$ cat src/rtl/mat_c_writeback_pkg.sv
// Shared constants, helpers and state encoding for the matrix C writeback stage.
package mat_c_writeback_pkg;

    localparam int DEF_WIDTH          = 16;
    localparam int DEF_BLOCK_SIZE     = 2;
    localparam int DEF_CHUNK_SIZE     = DEF_BLOCK_SIZE * DEF_BLOCK_SIZE;
    localparam int DEF_ROW_SIZE_MAT_A = 16;
    localparam int DEF_COL_SIZE_MAT_B = 10;
    localparam int DEF_FIFO_DEPTH     = 4;
    localparam int DEF_ADDR_WIDTH     = 6;

    localparam int COL_SIZE_MAT_C = DEF_COL_SIZE_MAT_B / DEF_BLOCK_SIZE;
    localparam int ROW_SIZE_MAT_C = DEF_ROW_SIZE_MAT_A / DEF_BLOCK_SIZE;
    localparam int TOTAL_BLOCKS   = COL_SIZE_MAT_C * ROW_SIZE_MAT_C;

    // Smallest address width able to index n blocks (at least one bit).
    function automatic int addr_width_for(input int n);
        return (n <= 2) ? 1 : $clog2(n);
    endfunction

    typedef enum logic [1:0] {
        ST_IDLE = 2'd0,
        ST_RUN  = 2'd1,
        ST_DONE = 2'd2
    } wb_state_t;

endpackage

$ cat src/rtl/mat_c_writeback_sync_fifo.sv
// Single-clock show-ahead FIFO; push and pop may coincide, including when full.
module mat_c_writeback_sync_fifo #(
    parameter int DATA_WIDTH = 64,
    parameter int DEPTH      = 4
) (
    input  logic                  clk,
    input  logic                  rst,
    input  logic                  push,
    input  logic [DATA_WIDTH-1:0] wr_data,
    input  logic                  pop,
    output logic [DATA_WIDTH-1:0] rd_data,
    output logic                  full,
    output logic                  empty
);

    localparam int PW = $clog2(DEPTH);

    logic [DATA_WIDTH-1:0] mem [DEPTH];
    logic [PW:0]           wr_ptr;
    logic [PW:0]           rd_ptr;

    // The extra pointer bit distinguishes full from empty when the indices match.
    assign empty   = (wr_ptr == rd_ptr);
    assign full    = (wr_ptr[PW-1:0] == rd_ptr[PW-1:0]) && (wr_ptr[PW] != rd_ptr[PW]);
    assign rd_data = mem[rd_ptr[PW-1:0]];

    always_ff @(posedge clk) begin
        if (rst) begin
            wr_ptr <= '0;
            rd_ptr <= '0;
        end else begin
            if (push) begin
                mem[wr_ptr[PW-1:0]] <= wr_data;
                wr_ptr <= wr_ptr + 1'b1;
            end
            if (pop) begin
                rd_ptr <= rd_ptr + 1'b1;
            end
        end
    end

endmodule

$ cat src/rtl/mat_c_writeback.sv
// Captures finished C blocks, buffers them and writes them to C memory in raster order.
module mat_c_writeback
    import mat_c_writeback_pkg::*;
#(
    parameter int WIDTH          = DEF_WIDTH,
    parameter int BLOCK_SIZE     = DEF_BLOCK_SIZE,
    parameter int CHUNK_SIZE     = DEF_CHUNK_SIZE,
    parameter int ROW_SIZE_MAT_A = DEF_ROW_SIZE_MAT_A,
    parameter int COL_SIZE_MAT_B = DEF_COL_SIZE_MAT_B,
    parameter int FIFO_DEPTH     = DEF_FIFO_DEPTH,
    parameter int ADDR_WIDTH     = DEF_ADDR_WIDTH
) (
    input  logic                        clk,
    input  logic                        rst,
    input  logic                        start,
    input  logic                        in_valid,
    input  logic [WIDTH*CHUNK_SIZE-1:0] in_data,
    input  logic                        mem_ready,
    output logic                        mem_wr_en,
    output logic [ADDR_WIDTH-1:0]       mem_addr,
    output logic [WIDTH*CHUNK_SIZE-1:0] mem_wr_data,
    output logic                        busy,
    output logic                        done,
    output logic                        overflow,
    output logic [ADDR_WIDTH:0]         blocks_written
);

    localparam int DW    = WIDTH * CHUNK_SIZE;
    localparam int COL_C = COL_SIZE_MAT_B / BLOCK_SIZE;
    localparam int ROW_C = ROW_SIZE_MAT_A / BLOCK_SIZE;
    localparam int TOTAL = ROW_C * COL_C;

    localparam logic [ADDR_WIDTH:0]   LAST_CNT = (ADDR_WIDTH+1)'(TOTAL - 1);
    localparam logic [ADDR_WIDTH-1:0] COL_LAST = ADDR_WIDTH'(COL_C - 1);
    localparam logic [ADDR_WIDTH-1:0] COL_C_W  = ADDR_WIDTH'(COL_C);

    wb_state_t             state;
    logic [ADDR_WIDTH-1:0] row_blk;
    logic [ADDR_WIDTH-1:0] col_blk;

    logic          fifo_push;
    logic          fifo_pop;
    logic          fifo_full;
    logic          fifo_empty;
    logic [DW-1:0] fifo_head;

    logic run;
    logic wr_done;
    logic last_wr;
    logic load;
    logic bypass;
    logic drop;

    assign run     = (state == ST_RUN);
    assign wr_done = mem_wr_en && mem_ready;
    assign last_wr = wr_done && (blocks_written == LAST_CNT);
    // The output register refills whenever it is empty or its write is completing,
    // except on the final write, which leaves the port idle.
    assign load    = run && (!mem_wr_en || wr_done) && !last_wr;
    assign fifo_pop  = load && !fifo_empty;
    // An empty FIFO lets a new block go straight to the output register.
    assign bypass    = load && fifo_empty && in_valid;
    assign fifo_push = run && in_valid && !bypass && (!fifo_full || fifo_pop);
    assign drop      = run && in_valid && !bypass && fifo_full && !fifo_pop;

    assign mem_addr = row_blk * COL_C_W + col_blk;
    assign busy     = (state == ST_RUN);
    assign done     = (state == ST_DONE);

    mat_c_writeback_sync_fifo #(
        .DATA_WIDTH (DW),
        .DEPTH      (FIFO_DEPTH)
    ) u_fifo (
        .clk     (clk),
        .rst     (rst),
        .push    (fifo_push),
        .wr_data (in_data),
        .pop     (fifo_pop),
        .rd_data (fifo_head),
        .full    (fifo_full),
        .empty   (fifo_empty)
    );

    always_ff @(posedge clk) begin
        if (rst) begin
            state          <= ST_IDLE;
            row_blk        <= '0;
            col_blk        <= '0;
            blocks_written <= '0;
            overflow       <= 1'b0;
            mem_wr_en      <= 1'b0;
            mem_wr_data    <= '0;
        end else begin
            case (state)
                ST_IDLE, ST_DONE: begin
                    if (start) begin
                        state          <= ST_RUN;
                        row_blk        <= '0;
                        col_blk        <= '0;
                        blocks_written <= '0;
                        overflow       <= 1'b0;
                    end else if (state == ST_DONE && in_valid) begin
                        overflow <= 1'b1;
                    end
                end
                ST_RUN: begin
                    if (wr_done) begin
                        blocks_written <= blocks_written + 1'b1;
                        if (col_blk == COL_LAST) begin
                            col_blk <= '0;
                            row_blk <= row_blk + 1'b1;
                        end else begin
                            col_blk <= col_blk + 1'b1;
                        end
                        if (last_wr) begin
                            state <= ST_DONE;
                        end
                    end
                    if (last_wr) begin
                        mem_wr_en <= 1'b0;
                    end else if (load) begin
                        if (!fifo_empty) begin
                            mem_wr_en   <= 1'b1;
                            mem_wr_data <= fifo_head;
                        end else if (in_valid) begin
                            mem_wr_en   <= 1'b1;
                            mem_wr_data <= in_data;
                        end else begin
                            mem_wr_en <= 1'b0;
                        end
                    end
                    if (drop) begin
                        overflow <= 1'b1;
                    end
                end
                default: state <= ST_IDLE;
            endcase
        end
    end

endmodule

$ cat config.mk
export PLATFORM = sky130hd
export DESIGN_NAME = mat_c_writeback
export DESIGN_NICKNAME = d
export VERILOG_FILES = /design/src/rtl/mat_c_writeback_pkg.sv /design/src/rtl/mat_c_writeback_sync_fifo.sv /design/src/rtl/mat_c_writeback.sv
export SDC_FILE = /design/constraint.sdc
export NUM_CORES = 1
export LEC_CHECK = 0
export ABC_CLOCK_PERIOD_IN_PS = 5800
export CELL_PAD_IN_SITES_DETAIL_PLACEMENT = 2
export CELL_PAD_IN_SITES_GLOBAL_PLACEMENT = 2
export CORE_UTILIZATION = 39
export CTS_BUF_LIST = sky130_fd_sc_hd__clkbuf_8
export CTS_CLUSTER_DIAMETER = 200
export CTS_CLUSTER_SIZE = 12
export DETAILED_ROUTE_END_ITERATION = 10
export GPL_TIMING_DRIVEN = 0
export PLACE_DENSITY_LB_ADDON = 0.1
export SLEW_MARGIN = 10
export SYNTH_ARGS = -nofsm -noshare
export SYNTH_HDL_FRONTEND = slang
export SYNTH_HIERARCHICAL = 1
export SYNTH_SLANG_ARGS = --single-unit
$ cat constraint.sdc
create_clock -name clk -period 5.8 [get_ports clk]
set_input_delay 1.16 -clock clk [delete_from_list [all_inputs] [get_ports clk]]
set_output_delay 1.16 -clock clk [all_outputs]
set_load 0.02 [all_outputs]
==> results.md, run 1 <==
- Run status: finished clean
- Met3 usage in global routing: 3.36%
- Hold Path End: row_blk[5]
- Crit Path Class: reg2out
- Peak supply drop: 0.211 mV
- Reg2reg start: u_fifo/wr_ptr[1]
- IO Pins: 150
- Crit path top cell by count: ha_1
- Switching part of the total: 25.4%
- Synth area leader: edfxtp_1
- Largest net degree at the start of global routing: 45
- Register-to-Register Path Depth: 11
- Total CTS buffers: 35
- Hold Worst Slack: 0.510 ns
- CTS tree: yes
- Dpl cells: 1,468
- Total GRT Usage: 20.0%
- Cell count after synthesis: 844
- Global-route wire length before repair: 57,600 µm
- Required @ worst endpoint: 4.64 ns
- N_diodes: 0
- Synthesized Nets: 935
- GRT busiest layer: met2
- Router iterations before antenna repair: 4
- Final net count: 1,128
- Hold Path Stages: 2
- Critical Path Source Type: register
- Mean Syn Cell Area: 17.1 µm²
- Clock latency on the worst-skew pair: 0.55 ns
- Grt met2 use: 35.0%
- Ranking of synthesized cells by area: edfxtp_1 53%, dfxtp_1 13%, mux4_2 9.4%, a211oi_2 5.2%, mux2i_1 4.6%
- Ys async rst share: 0%
- Post-CTS Setup Inserts: 0
- Non-Filler Instances: 1,528
- Max Fclk: 225 MHz
- Cell variety after synth: 49
- Vias per inst: 5.44
- HP Start: row_blk[5]
- Internal power: 3.57 mW
- Post-synth top flop: edfxtp_1
- HPWL after DPL: 24,200 µm
- Fin. Hold Viols: 0
- Syn Std Cell Area: 0.0144 mm²
- Reg power frac: 58.0%
- FF+latch count, synth: 351
- # fillers: 3,401
- P_leak: 5.89 nW
- Comb pwr share: 12.1%
- Pwr Total: 4.79 mW
- GR Util met1: 26.1%
- Crit Reg-Reg Endpoint: u_fifo/mem[2][56]
- Die Footprint: 0.0377 mm²
- Synthesis Warnings: 6
- Routability cong.: 0.706
- CP max FO: 7
- Max incr delay on CP: 0.64 ns
- Initial antenna violation count: 1
- Critical Path AT: 3.29 ns
- DR iter-0 viols: 345
- Die width: 194 µm
- Slew Limit Fails: 0
- Avg WL per Cell: 24.2 µm
- Power per cell area: 277 mW/mm²
- Worst slew pin tran: 1.01 ns
- Area grow syn2layout: 19.8%
- CTS Hold Bufs: 0
- Vias in the first global route: 9,430
- Clock power share: 29.9%
- Clock Path Buffers: 3
- Max-capacitance violation count: 0
- Placed Area: 0.0167 mm²
- Setup TNS: 0 ns
- Flop2flop setup slack: 1.84 ns
- Initial Util: 39.5%
- Core box area: 0.0365 mm²
- Post-route ant nets: 0
- Worst Hold Class: reg2reg
- Clock Root Buffer: clkbuf_8
- RSZ-0062 raised after global routing: false
- CP endpoint kind: output pin
- Max H-tree Level: 2
- Post-synthesis sequential area ratio: 66.5%
- Rows: 70
- Post-route cell area: 0.0173 mm²
- Die height: 194 µm
- Final setup viols: 0
- NetSw: 1.21 mW
- Commonest cells after routing, fill and taps aside: 256 x edfxtp_1, 149 x clkdlybuf4s50_1, 95 x dfxtp_1
- Slowest CP cell: clkdlybuf4s50_1
- Clock transition at path regs: 0.09 ns
- Grt ovf: 0
- Yosys top cell area share: 53.3%
- Share of cells above drive strength 1: 18.7%
- Layout Skew: 0.0195 ns
- Slew HR: 32.9%
- CTS sink count: 351
- Post-synth EDFFs: 256
- Drc violations: 0
- Post-layout minimum cycle time: 4.45 ns
- Final worst path period share: 76.7%
- Worst-path cell chain: ha_1 -> fa_1 -> ha_1 -> a21o_1 -> a21oi_1 -> xnor2_1 -> clkdlybuf4s50_1
- Post-cts gate resize count: 0
- Commonest non-fill, non-tap cell in the layout: edfxtp_1
- Input/output buffers: 149
- Via count: 8,307
- Final wirelength: 37,000 µm
==> per-layer routing <==
layer / vias up / wire length [µm] / share of wire, %
met2: 167 / 18800 / 51
li1: 3731 / - / -
met5: - / 11 / 0.030
met1: 4363 / 16100 / 44
met4: 2 / 591 / 1.6
met3: 44 / 1520 / 4.1
==> stage by stage <==
stage | utilization [%] | setup WS (ns)
2_1_floorplan | - | 0.131
3_3_place_gp | 45.2 | -3.47
3_5_place_dp | 45.7 | 0.794
4_1_cts | 47.3 | 1.29
5_1_grt | 47.3 | 1.18
6_report | 47.3 | 1.35
==> flip-flops by register name, summed over array words and instances, names as in the netlist, named ones only <==
| signal | cells |
|---|---|
| state | 2 |
| u_fifo/rd_ptr | 3 |
| row_blk | 6 |
| mem_wr_en | 1 |
| overflow | 1 |
| u_fifo/mem | 256 |
| blocks_written | 7 |
| u_fifo/wr_ptr | 3 |
| col_blk | 6 |
| mem_wr_data | 64 |
==> critical path: cells and delay by family, from the launching register on <==
family | cells | cell delay (ns)
adder cells (fa/ha/maj) | 3 | 1.13
buffers and inverters | 1 | 0.64
flip-flops | 1 | 0.49
AO/OA/AOI/OAI | 2 | 0.36
XOR/XNOR | 1 | 0.14
==> power groups by stage <==
stage               logic (mW)  clock network [mW]  registers, mW
floorplan                0.291                   0           2.87
global placement         0.571                   0           2.83
detailed placement       0.588                   0           2.83
CTS                      0.591                1.49           2.78
global route             0.621                1.57           2.78
finish                   0.577                1.43           2.78
==> worst max path at each step <==
stage,end,slack [ns],start,cells past startpoint
final,mem_addr[5],1.35,row_blk[3],7
after CTS,mem_addr[5],1.29,row_blk[3],7
after global routing,mem_addr[5],1.18,row_blk[3],7
after global placement,u_fifo/mem[3][60],-3.47,mem_ready,10
after detailed placement,u_fifo/mem[0][58],0.79,mem_ready,11
after floorplan,u_fifo/mem[3][0],0.13,mem_ready,9
==> logic make-up after synthesis <==
| logic type | Yosys count | synth area share, % |
|---|---|---|
| AO/OA/AOI/OAI | 172 | 9.60 |
| multiplexers | 130 | 14.7 |
| XOR/XNOR | 20 | 1.21 |
| adder cells (fa/ha/maj) | 22 | 2.07 |
| AND/OR/NAND/NOR | 78 | 2.89 |
| flip-flops | 351 | 66.5 |
| buffers and inverters | 71 | 3.05 |
==> synth_stat cells (7+ instances only) <==
library cell and instances:
ha_1 19, xor2_1 8, buf_2 12, a211oi_2 60, inv_1 11, clkbuf_1 33, mux4_2 60, edfxtp_1 256
nand2_1 12, dfxtp_1 95, nand3_1 8, o21ai_0 7, xnor2_1 12, a21oi_1 81, mux2i_1 66, nor2_1 18
buf_6 8
==> final cells by class <==
cell class                 instances  area (µm²)  area share (%)
multi-input combinational        422        4410            25.5
tap                              468         586            3.39
timing repair buffer             156        1670            9.66
buffer                            60         399            2.31
clock buffer                      35         482            2.79
clock inverter                    25         105           0.608
sequential                       351        9590            55.5
inverter                          11        41.3           0.239
(Power assumes the default switching activity.)
==> run 2, diff against run 1 <==
--- a/config.mk
+++ b/config.mk
@@ -5,10 +5,10 @@
 export SDC_FILE = /design/constraint.sdc
 export NUM_CORES = 1
 export LEC_CHECK = 0
-export ABC_CLOCK_PERIOD_IN_PS = 5800
+export ABC_CLOCK_PERIOD_IN_PS = 4430
 export CELL_PAD_IN_SITES_DETAIL_PLACEMENT = 2
 export CELL_PAD_IN_SITES_GLOBAL_PLACEMENT = 2
-export CORE_UTILIZATION = 39
+export CORE_UTILIZATION = 40
 export CTS_BUF_LIST = sky130_fd_sc_hd__clkbuf_8
 export CTS_CLUSTER_DIAMETER = 200
 export CTS_CLUSTER_SIZE = 12
==> constraint.sdc (replaced) <==
create_clock -name clk -period 4.43 [get_ports clk]
set_input_delay 0.886 -clock clk [delete_from_list [all_inputs] [get_ports clk]]
set_output_delay 0.886 -clock clk [all_outputs]
set_load 0.02 [all_outputs]
==> results.md, run 2 (same netlist as run 1, synthesis figures left out) <==
- Run status: finished clean (unchanged)
- GR Util met1: 26.4% (was 26.1%)
- Commonest non-fill, non-tap cell in the layout: edfxtp_1 (unchanged)
- Reg2reg start: u_fifo/wr_ptr[1] (unchanged)
- CP endpoint kind: output pin (unchanged)
- Clock Path Buffers: 3 (unchanged)
- Routability cong.: 0.737 (was 0.706)
- Die Footprint: 0.0368 mm² (was 0.0377 mm²)
- Core box area: 0.0355 mm² (was 0.0365 mm²)
- Required @ worst endpoint: 3.54 ns (was 4.64 ns)
- Setup TNS: 0 ns (unchanged)
- Final worst path period share: 95.0%
- Router iterations before antenna repair: 4 (unchanged)
- CTS Hold Bufs: 0 (unchanged)
- Final net count: 1,126 (was 1,128)
- Worst Hold Class: reg2reg (unchanged)
- Setup crit start: row_blk[3] (unchanged)
- Hold Path Stages: 2 (unchanged)
- RSZ-0062 raised after global routing: false (unchanged)
- Layout Skew: 0.0217 ns (was 0.0195 ns)
- Switching part of the total: 25.4% (about the same)
- Die width: 192 µm (was 194 µm)
- Slew Limit Fails: 0 (unchanged)
- N_diodes: 0 (unchanged)
- DR iter-0 viols: 364 (was 345)
- Initial Util: 40.6% (was 39.5%)
- Die height: 192 µm (was 194 µm)
- Crit Path Class: reg2out (unchanged)
- Hold Worst Slack: 0.499 ns (was 0.510 ns)
- Clock Root Buffer: clkbuf_8 (unchanged)
- Max H-tree Level: 2 (unchanged)
- CTS tree: yes (unchanged)
- Post-CTS Setup Inserts: 0 (unchanged)
- Max Fclk: 238 MHz
- Rows: 69 (was 70)
- HP Start: blocks_written[6] (was row_blk[5])
- Slew HR: 34.0% (was 32.9%)
- Register-to-Register Path Depth: 11 (unchanged)
- NetSw: 1.60 mW (was 1.21 mW)
- Largest net degree at the start of global routing: 45 (unchanged)
- Clock transition at path regs: 0.09 ns (about the same)
- Drc violations: 0 (unchanged)
- Post-cts gate resize count: 0 (unchanged)
- IO Pins: 150 (unchanged)
- Post-route ant nets: 0 (unchanged)
- Avg WL per Cell: 24.0 µm (was 24.2 µm)
- Worst slew pin tran: 0.990 ns (was 1.01 ns)
- Input/output buffers: 149 (unchanged)
- Area grow syn2layout: 19.5% (was 19.8%)
- Fin. Hold Viols: 0 (unchanged)
- Total GRT Usage: 20.4% (was 20.0%)
- Reg power frac: 57.6% (was 58.0%)
- Post-layout minimum cycle time: 4.21 ns
- HPWL after DPL: 23,600 µm (was 24,200 µm)
- CTS sink count: 351 (unchanged)
- Global-route wire length before repair: 56,300 µm (was 57,600 µm)
- Via count: 8,314 (was 8,307)
- Clock latency on the worst-skew pair: 0.56 ns (was 0.55 ns)
- Share of cells above drive strength 1: 18.7% (about the same)
- Initial antenna violation count: 2 (was 1)
- Critical Path AT: 3.32 ns (was 3.29 ns)
- CP max FO: 7 (unchanged)
- Internal power: 4.70 mW (was 3.57 mW)
- Comb pwr share: 12.0% (was 12.1%)
- Final setup viols: 0 (unchanged)
- Final wirelength: 36,500 µm (was 37,000 µm)
- Peak supply drop: 0.244 mV (was 0.211 mV)
- P_leak: 5.88 nW (was 5.89 nW)
- Max reg flops: 256 (unchanged)
- Power per cell area: 366 mW/mm² (was 277 mW/mm²)
- Commonest cells after routing, fill and taps aside: 256 x edfxtp_1, 149 x clkdlybuf4s50_1, 95 x dfxtp_1 (unchanged)
- Grt met2 use: 35.5% (was 35.0%)
- Grt ovf: 0 (unchanged)
- Vias in the first global route: 9,364 (was 9,430)
- Critical Path Source Type: register (unchanged)
- Total CTS buffers: 35 (unchanged)
- Clock power share: 30.4% (was 29.9%)
- Max-capacitance violation count: 0 (unchanged)
- Met3 usage in global routing: 3.67% (was 3.36%)
- GRT busiest layer: met2 (unchanged)
- Vias per inst: 5.46 (was 5.44)
## run 2: power groups by stage
stage	clock network, mW	logic (mW)	registers, mW
floorplan	0	0.380	3.76
global placement	0	0.743	3.71
detailed placement	0	0.765	3.71
CTS	2.00	0.769	3.64
global route	2.11	0.812	3.64
finish	1.92	0.754	3.63
## run 2: final timing paths
check                           slack (ns)           endpoint
worst max-delay path                  0.22        mem_addr[5]
worst min-delay path                  0.50  blocks_written[6]
worst max register to register        0.68  u_fifo/mem[2][60]
worst min register to register        0.50  blocks_written[6]
## run 2: per-stage QoR
| stage | cell area [µm²] | power, mW | setup WS, ns | utilization, % | cells |
|---|---|---|---|---|---|
| detailed placement | 16600 | 4.48 | -0.112 | 46.9 | 1459 |
| floorplan | 14400 | 4.14 | 0.0957 | - | 844 |
| finish | 17200 | 6.31 | 0.220 | 48.6 | 1522 |
| global route | 17200 | 6.56 | 0.0502 | 48.6 | 1522 |
| CTS | 17200 | 6.40 | 0.138 | 48.6 | 1522 |
| global placement | 16500 | 4.45 | -2.40 | 46.5 | 1454 |
## run 2: metal layers
layer	up-vias	share of wire, %	wire length, µm
met2	178	50	18300
met1	4366	44	16100
li1	3725	-	-
met5	-	0.033	12
met3	43	4.4	1620
met4	2	1.5	540
## run 2: critical path, cell delays in order, from the launching register on
cell and delay [ns]:
dfxtp_1 0.51, ha_1 0.31, fa_1 0.46, ha_1 0.35, a21o_1 0.19, a21oi_1 0.18
xnor2_1 0.14, clkdlybuf4s50_1 0.62
## run 2: layout make-up
type                       instances  area [µm²]
buffer                            60         399
timing repair buffer             154        1610
tap                              461         577
inverter                          11        41.3
fill                            3311       18200
clock buffer                      36         495
sequential                       351        9590
clock inverter                    27         118
multi-input combinational        422        4410
==> run 3, diff against run 2 <==
--- a/config.mk
+++ b/config.mk
@@ -13,6 +13,7 @@
 export CTS_CLUSTER_DIAMETER = 200
 export CTS_CLUSTER_SIZE = 12
 export DETAILED_ROUTE_END_ITERATION = 10
+export GPL_ROUTABILITY_DRIVEN = 1
 export GPL_TIMING_DRIVEN = 0
 export PLACE_DENSITY_LB_ADDON = 0.1
 export SLEW_MARGIN = 10
==> constraint.sdc (replaced) <==
create_clock -name clk -period 4.43 [get_ports clk]
set_input_delay 1.1075 -clock clk [delete_from_list [all_inputs] [get_ports clk]]
set_output_delay 1.1075 -clock clk [all_outputs]
set_load 0.02 [all_outputs]
==> results.md, run 3 (same netlist as run 1, synthesis figures left out) <==
- Run status: finished clean (unchanged)
- Final worst path period share: 96.0% (was 95.0%)
- Max Fclk: 235 MHz (was 238 MHz)
- Commonest non-fill, non-tap cell in the layout: edfxtp_1 (unchanged)
- CTS sink count: 351 (unchanged)
- IO Pins: 150 (unchanged)
- Clock Path Buffers: 3 (unchanged)
- Power per cell area: 362 mW/mm² (was 366 mW/mm²)
- Vias in the first global route: 9,395 (was 9,364)
- CTS Hold Bufs: 0 (unchanged)
- CTS tree: yes (unchanged)
- Avg WL per Cell: 24.1 µm (was 24.0 µm)
- Final wirelength: 36,700 µm (was 36,500 µm)
- Critical Path AT: 4.46 ns (was 3.32 ns)
- Global-route wire length before repair: 56,500 µm (was 56,300 µm)
- Area grow syn2layout: 19.5% (about the same)
- Slew Limit Fails: 0 (unchanged)
- CP endpoint kind: register (was output pin)
- Initial Util: 40.6% (unchanged)
- Input/output buffers: 149 (unchanged)
- DR iter-0 viols: 375 (was 364)
- Hold Worst Slack: 0.503 ns (was 0.499 ns)
- Hold Path End: blocks_written[1] (was blocks_written[6])
- Crit Reg-Reg Endpoint: u_fifo/mem[3][57] (was u_fifo/mem[2][60])
- Max-capacitance violation count: 0 (unchanged)
- Core box area: 0.0355 mm² (unchanged)
- Commonest cells after routing, fill and taps aside: 256 x edfxtp_1, 148 x clkdlybuf4s50_1, 94 x dfxtp_1 (was 256 x edfxtp_1, 149 x clkdlybuf4s50_1, 95 x dfxtp_1)
- Via count: 8,323 (was 8,314)
- Total CTS buffers: 35 (unchanged)
- Multi-input gate area: 0.00442 mm² (was 0.00441 mm²)
- Share of cells above drive strength 1: 18.8% (was 18.7%)
- Router iterations before antenna repair: 4 (unchanged)
- Flop2flop setup slack: 0.63 ns (was 0.68 ns)
- Setup TNS: 0 ns (unchanged)
- Drc violations: 0 (unchanged)
- Reg2reg start: u_fifo/wr_ptr[1] (unchanged)
- Slew HR: 36.3% (was 34.0%)
- Hold Path Stages: 2 (unchanged)
- Layout Skew: 0.0199 ns (was 0.0217 ns)
- Crit Path Class: in2reg (was reg2out)
- # fillers: 3,281 (was 3,311)
- Routability cong.: 0.756 (was 0.737)
- Fin. Hold Viols: 0 (unchanged)
- P_leak: 5.90 nW (was 5.88 nW)
- Initial antenna violation count: 4 (was 2)
- Placed Area: 0.0166 mm² (about the same)
- Setup slack after layout: 0.177 ns (was 0.220 ns)
- Final setup viols: 0 (unchanged)
- Vias per inst: 5.46 (about the same)
- Die width: 192 µm (unchanged)
- Critical Path Source Type: input pin (was register)
- Clock latency on the worst-skew pair: 0.53 ns (was 0.56 ns)
- Largest net degree at the start of global routing: 45 (unchanged)
- Final net count: 1,127 (was 1,126)
- Peak supply drop: 0.248 mV (was 0.244 mV)
- Sequential cell area: 0.00959 mm² (about the same)
- Dpl cells: 1,459 (unchanged)
- Non-Filler Instances: 1,524 (was 1,522)
- Post-layout minimum cycle time: 4.25 ns (was 4.21 ns)
- Layout Utilization: 48.6% (about the same)
- Total GRT Usage: 20.5% (was 20.4%)
- Clock Root Buffer: clkbuf_8 (unchanged)
- HPWL after DPL: 24,000 µm (was 23,600 µm)
- CP max FO: 23 (was 7)
- Post-CTS Setup Inserts: 0 (unchanged)
- Die Footprint: 0.0368 mm² (unchanged)
- HP Start: blocks_written[1] (was blocks_written[6])
- Clock transition at path regs: 0.09 ns (about the same)
- Max reg flops: 256 (unchanged)
- Post-route cell area: 0.0172 mm² (about the same)
- Pwr Total: 6.24 mW (was 6.31 mW)
- Post-route ant nets: 0 (unchanged)
- Worst slew pin tran: 0.956 ns (was 0.990 ns)
- Required @ worst endpoint: 4.64 ns (was 3.54 ns)
- Worst slack, placed: -0.500 ns (was -0.112 ns)
- Rows: 69 (unchanged)
- Grt ovf: 0 (unchanged)
- RSZ-0062 raised after global routing: true (was false)
- Max H-tree Level: 2 (unchanged)
- Die height: 192 µm (unchanged)
- Register-to-Register Path Depth: 11 (unchanged)
- Worst Hold Class: reg2reg (unchanged)
## run 3: metal layers
layer | wire length (µm) | GRT usage (%) | vias up
met5 | 27 | 0 | -
li1 | - | - | 3725
met3 | 1490 | 3.38 | 43
met2 | 18600 | 35.4 | 157
met4 | 670 | 4.82 | 4
met1 | 15900 | 26.8 | 4394
## run 3: worst max-delay path by stage
stage,from,to,slack (ns)
after floorplan,mem_ready,u_fifo/mem[3][0],0.56
after global placement,mem_ready,u_fifo/mem[3][6],-1.29
after detailed placement,mem_ready,u_fifo/mem[1][56],-0.50
after CTS,row_blk[3],mem_addr[5],0.07
after global routing,mem_ready,u_fifo/mem[3][57],-0.008
final,mem_ready,u_fifo/mem[3][57],0.18
## run 3: what timing repair did
item,in CTS,in global routing
resized for setup,1,2
gates cloned,0,1
pin swaps,0,2
endpoints found under the setup margin,1,31
## run 3: power by group
| group | internal (mW) | switching [mW] |
|---|---|---|
| registers | 3.59 | 0.0458 |
| clock network | 0.747 | 1.10 |
| logic | 0.343 | 0.414 |
## run 3: area by class of cell
| cell class | instances | share of cell area (%) |
|---|---|---|
| flip-flops and latches | 351 | 55.7 |
| inverters | 11 | 0.240 |
| well taps | 461 | 3.35 |
| diodes | 2 | 0.0290 |
| plain buffers | 60 | 2.32 |
| multi-input cells | 423 | 25.6 |
| clock inverters | 27 | 0.654 |
| clock buffers | 35 | 2.80 |
| repair buffers | 154 | 9.34 |
## run 3: worst max-delay path, cell delays in order
cell and delay [ns]:
clkdlybuf4s50_1 0.58, nand2_1 0.07, or3_1 0.37, buf_2 0.22
buf_2 0.24, and4_1 0.21, a211oi_1 0.19, clkbuf_1 0.31
nand2_1 0.16, nor2_4 0.67, buf_12 0.29
